**src/rtl/spi_master_driver.sv**
```systemverilog
// Mode-0 SPI master for a single slave: one comm_start runs one full-duplex
// transfer of NUM_DATA_BITS bits, with SCLK derived from sys_clk by CLOCK_DIV.
module spi_master_driver #(
  parameter int unsigned CLOCK_DIV     = 16,
  parameter bit          SS_ACTIVE_LOW = 1'b1,
  parameter bit          LSB_FIRST     = 1'b0,
  parameter int unsigned NUM_DATA_BITS = 8
) (
  input  logic                     sys_clk,
  input  logic                     rst,
  input  logic                     comm_start,
  output logic                     bus_ready,
  output logic                     miso_new_data,
  output logic [NUM_DATA_BITS-1:0] miso_data,
  input  logic [NUM_DATA_BITS-1:0] mosi_data,
  output logic                     ss_out,
  output logic                     sclk_out,
  input  logic                     miso_in,
  output logic                     mosi_out
);

  localparam int unsigned HALF  = CLOCK_DIV / 2;
  localparam int unsigned DIV_W = (HALF > 1) ? $clog2(HALF) : 1;
  localparam int unsigned BIT_W = $clog2(NUM_DATA_BITS + 1);
  localparam logic        SS_ON  = ~SS_ACTIVE_LOW;
  localparam logic        SS_OFF = SS_ACTIVE_LOW;

  typedef enum logic [2:0] {
    S_IDLE,
    S_SETUP,
    S_HIGH,
    S_LOW,
    S_HOLD
  } state_t;

  state_t                   r_state;
  logic [DIV_W-1:0]         r_div;
  logic [BIT_W-1:0]         r_bits;
  logic [NUM_DATA_BITS-1:0] r_tx;
  logic [NUM_DATA_BITS-1:0] r_rx;

  logic                     w_phase_end;
  logic                     w_first_bit;
  logic [NUM_DATA_BITS-1:0] w_tx_shift;
  logic                     w_tx_next_bit;
  logic [NUM_DATA_BITS-1:0] w_rx_next;

  // Every non-idle state lasts exactly HALF sys_clk cycles.
  assign w_phase_end = (r_div == DIV_W'(HALF - 1));

  // Shift direction follows LSB_FIRST on both lines; zeros fill in behind the
  // TX word so MOSI naturally drops to 0 once the last bit has gone out.
  assign w_first_bit   = LSB_FIRST ? mosi_data[0] : mosi_data[NUM_DATA_BITS-1];
  assign w_tx_shift    = LSB_FIRST ? (r_tx >> 1) : (r_tx << 1);
  assign w_tx_next_bit = LSB_FIRST ? w_tx_shift[0] : w_tx_shift[NUM_DATA_BITS-1];
  assign w_rx_next     = LSB_FIRST
                       ? ((r_rx >> 1) | (NUM_DATA_BITS'(miso_in) << (NUM_DATA_BITS - 1)))
                       : ((r_rx << 1) | NUM_DATA_BITS'(miso_in));

  always_ff @(posedge sys_clk or negedge rst) begin
    if (!rst) begin
      r_state       <= S_IDLE;
      r_div         <= '0;
      r_bits        <= '0;
      r_tx          <= '0;
      r_rx          <= '0;
      bus_ready     <= 1'b1;
      miso_new_data <= 1'b0;
      miso_data     <= '0;
      ss_out        <= SS_OFF;
      sclk_out      <= 1'b0;
      mosi_out      <= 1'b0;
    end else begin
      miso_new_data <= 1'b0;
      case (r_state)
        S_IDLE: begin
          r_div <= '0;
          if (comm_start) begin
            r_state   <= S_SETUP;
            r_tx      <= mosi_data;
            r_bits    <= '0;
            mosi_out  <= w_first_bit;
            ss_out    <= SS_ON;
            bus_ready <= 1'b0;
          end
        end
        S_SETUP: begin
          if (w_phase_end) begin
            r_state  <= S_HIGH;
            r_div    <= '0;
            sclk_out <= 1'b1;
            r_rx     <= w_rx_next;
          end else begin
            r_div <= r_div + DIV_W'(1);
          end
        end
        S_HIGH: begin
          if (w_phase_end) begin
            r_state  <= S_LOW;
            r_div    <= '0;
            sclk_out <= 1'b0;
            r_tx     <= w_tx_shift;
            mosi_out <= w_tx_next_bit;
            r_bits   <= r_bits + BIT_W'(1);
          end else begin
            r_div <= r_div + DIV_W'(1);
          end
        end
        S_LOW: begin
          if (w_phase_end) begin
            r_div <= '0;
            if (r_bits == BIT_W'(NUM_DATA_BITS)) begin
              r_state <= S_HOLD;
            end else begin
              r_state  <= S_HIGH;
              sclk_out <= 1'b1;
              r_rx     <= w_rx_next;
            end
          end else begin
            r_div <= r_div + DIV_W'(1);
          end
        end
        S_HOLD: begin
          if (w_phase_end) begin
            r_state       <= S_IDLE;
            r_div         <= '0;
            ss_out        <= SS_OFF;
            miso_data     <= r_rx;
            miso_new_data <= 1'b1;
            bus_ready     <= 1'b1;
            mosi_out      <= 1'b0;
          end else begin
            r_div <= r_div + DIV_W'(1);
          end
        end
        default: begin
          r_state <= S_IDLE;
        end
      endcase
    end
  end

endmodule

```
**config.mk**
```make
export PLATFORM = sky130hd
export DESIGN_NAME = spi_master_driver
export DESIGN_NICKNAME = d
export VERILOG_FILES = /design/src/rtl/spi_master_driver.sv
export SDC_FILE = /design/constraint.sdc
export NUM_CORES = 1
export LEC_CHECK = 0
export BUFFER_PORTS_ARGS = -buffer_cell sky130_fd_sc_hd__buf_2
export CAP_MARGIN = 30
export CORE_MARGIN = 2
export CORE_UTILIZATION = 55
export DETAILED_ROUTE_END_ITERATION = 8
export PLACE_DENSITY = 0.75
export SLEW_MARGIN = 0
export SYNTH_ARGS = -nofsm -noshare
export SYNTH_HDL_FRONTEND = slang
export SYNTH_SLANG_ARGS = --single-unit
export TNS_END_PERCENT = 50
```
**constraint.sdc**
```tcl
create_clock -name sys_clk -period 2.3 [get_ports sys_clk]
set_input_delay 0.46 -clock sys_clk [delete_from_list [all_inputs] [get_ports sys_clk]]
set_output_delay 0.46 -clock sys_clk [all_outputs]
set_load 0.01 [all_outputs]
```
==> metrics <==
status=complete, no violations; starting DRC count in detailed routing=34; YS warnings=0; Final #Nets=178; Final Power=1.15 mW; first-pass GRT wire length=4.80 mm; post-route non-filler standard cell count=196; largest net degree at the start of global routing=38; Port Buf Inserts=24; HP Class=primary input to asynchronous set/reset pin; DR WL/cell=15.1 um; register bit total from synthesis=37; Final Critical Period=1.96 ns; Initial Util=0.568; Worst setup SP type=flip-flop; CTS sink cnt=37; PwrDens=610 mW/mm^2; VDD IR max=0.436 mV; Antenna Nets Post-Route=0; dpl hpwl=2.09 mm; Layout area overhead=11.7%; post-synthesis sequential area ratio=0.548; Routed WL=2.95 mm; most frequent cells in the layout=36 x dfrtp_1, 24 x buf_2, 17 x mux2_2; Die H=59.4 um; post-synthesis net count=154; clock-pin slew on the worst setup and hold paths=0.12 ns; htree depth=2; RSZ-0062 raised after global routing=no; CP endpoint kind=flip-flop; hold_ws=0.191 ns; antenna violations before repair=0; Via-to-Cell Ratio=5.71; setup TNS=0 ns; # DRC=0; unique cell type count in the Yosys netlist=32; post-synthesis cell area=0.00169 mm^2; Die Wd=59.4 um; CTS root buf=clkbuf_4; CP Max Fanout=11; via count=1,120; Total Die Area=0.00353 mm^2; Worst EP arrival=2.20 ns; CTS Hold Bufs=0; Resize count post-CTS=0; Ports=25; Placed Cells incl. Taps=188; most common cell after layout, fill and taps aside=dfrtp_1; n_diodes=0; TritonCTS buffer count=5; TritonCTS clock tree=yes; Synth Instances=138; Slew Limit Headroom=0.470; Worst Skew=0.00915 ns; Fmax achieved=0.510 GHz; fin. max-slew vios=0; vias in the first global route=1,056; Hold Violations, Final=0; final clock period utilization by the worst path=0.852; syn_area_per_cell=12.2 um^2; core region area=0.00298 mm^2; Worst-Skew Late Latency=0.34 ns; final RePlAce weighted congestion=0.725; Max-cap violations=0; Worst-Margin Slew=0.794 ns; GR Overflow Total=0; Crit Path Category=flip-flop to flip-flop; CTS Buffer Depth=2; buffer count from post-CTS setup fixing=0; Lkg Pwr=0.938 nW; fraction of layout cells with a size suffix above 1=0.356; CP required=2.54 ns; global-route usage over all layers=0.186; # setup viols final=0; DRT Pass-1 Iters=4; num rows=20
cells in the mapped netlist:
| library cell | instances | share of area |
|---|---|---|
| and4bb_2 | 1 | 0.0074 |
| buf_4 | 5 | 0.022 |
| a31oi_1 | 1 | 0.0037 |
| and2_1 | 1 | 0.0037 |
| nand4_1 | 1 | 0.0037 |
| a211oi_1 | 2 | 0.0089 |
| nand2_1 | 13 | 0.029 |
| nor3_4 | 1 | 0.0096 |
| nor2_2 | 1 | 0.0037 |
| dfstp_2 | 1 | 0.016 |
| nand2b_1 | 2 | 0.0074 |
| nand4_2 | 1 | 0.0074 |
| nor2_1 | 7 | 0.016 |
| a21o_1 | 1 | 0.0044 |
| inv_1 | 5 | 0.011 |
| xor2_1 | 2 | 0.010 |
| mux2i_1 | 9 | 0.053 |
| o211ai_1 | 1 | 0.0044 |
| inv_2 | 1 | 0.0022 |
| nor4b_2 | 1 | 0.0089 |
| dfrtp_1 | 36 | 0.53 |
| buf_2 | 2 | 0.0059 |
| ha_1 | 4 | 0.030 |
| a21oi_1 | 3 | 0.0089 |
| a32oi_1 | 1 | 0.0052 |
| mux2_2 | 17 | 0.11 |
| mux2_4 | 1 | 0.0089 |
| o22ai_1 | 3 | 0.011 |
| nor2_4 | 1 | 0.0067 |
| o21ai_0 | 10 | 0.030 |
| nand4b_1 | 1 | 0.0052 |
| a22o_1 | 2 | 0.010 |
registers in the layout (all words and copies together), names as in the netlist:
signal	flops
miso_data	8
miso_new_data	1
mosi_out	1
r_bits	4
r_div	3
r_rx	8
r_state	3
r_tx	7
sclk_out	1
ss_out	1
final cells by class:
cell class,instances,area (um^2)
inverters,6,22.5
multi-input cells,88,693
flip-flops and latches,37,927
repair buffers,24,120
clock buffers,5,37.5
clock inverters,3,46.3
well taps,33,41.3
fillers,232,1090
metal layers:
metal | up-vias | part of all wire | GRT usage
met3 | 9 | 0.049 | 0.0524
met4 | 0 | 0.019 | 0.0779
met2 | 35 | 0.48 | 0.295
li1 | 534 | - | -
met1 | 542 | 0.45 | 0.239
met5 | - | 0 | 0
logic make-up (layout without fill, tap and decap cells):
logic type	Yosys count	count (layout)	synth area share
flops	37	37	0.548
simple gates	31	31	0.108
mux	27	27	0.175
compound gates	24	24	0.0866
buf+inv	13	38	0.0415
fa+ha+maj	4	4	0.0296
xor+xnor	2	2	0.0104
where the power goes:
group          switching, mW  internal, mW  total (mW)
clock                  0.223         0.230       0.453
combinational         0.0214        0.0143      0.0358
sequential           0.00503         0.658       0.663
worst max-delay path, cell delays in order, from the launching register on:
cell and delay, ns:
dfrtp_1 0.39, ha_1 0.16, ha_1 0.35, nand2b_1 0.17, nor3_4 0.40, mux2_2 0.39
per-stage QoR:
step                      setup slack (ns)  cell area, um^2   util
after floorplan                      0.516             1690      -
after global placement               0.418             1800  0.606
after detailed placement             0.356             1800  0.606
after CTS                            0.338             1890  0.634
after global routing                 0.210             1890  0.634
final                                0.341             1890  0.634
path summary, 6_finish.rpt:
check	from	to	slack, ns	cells after the start
max	r_div[0]$_DFFE_PN0P_	miso_data[4]$_DFFE_PN0P_	0.34	5
min in group sys_clk	mosi_data[0]	r_tx[0]$_DFFE_PN0P_	0.35	2
min	rst	r_state[2]$_DFFE_PN0P_	0.19	1
max reg2reg	r_div[0]$_DFFE_PN0P_	miso_data[4]$_DFFE_PN0P_	0.34	5
min reg2reg	r_tx[1]$_DFFE_PN0P_	r_tx[1]$_DFFE_PN0P_	0.50	2
max in group asynchronous	rst	r_bits[2]$_DFFE_PN0P_	1.61	1
Power figures use the tool's default switching activity.
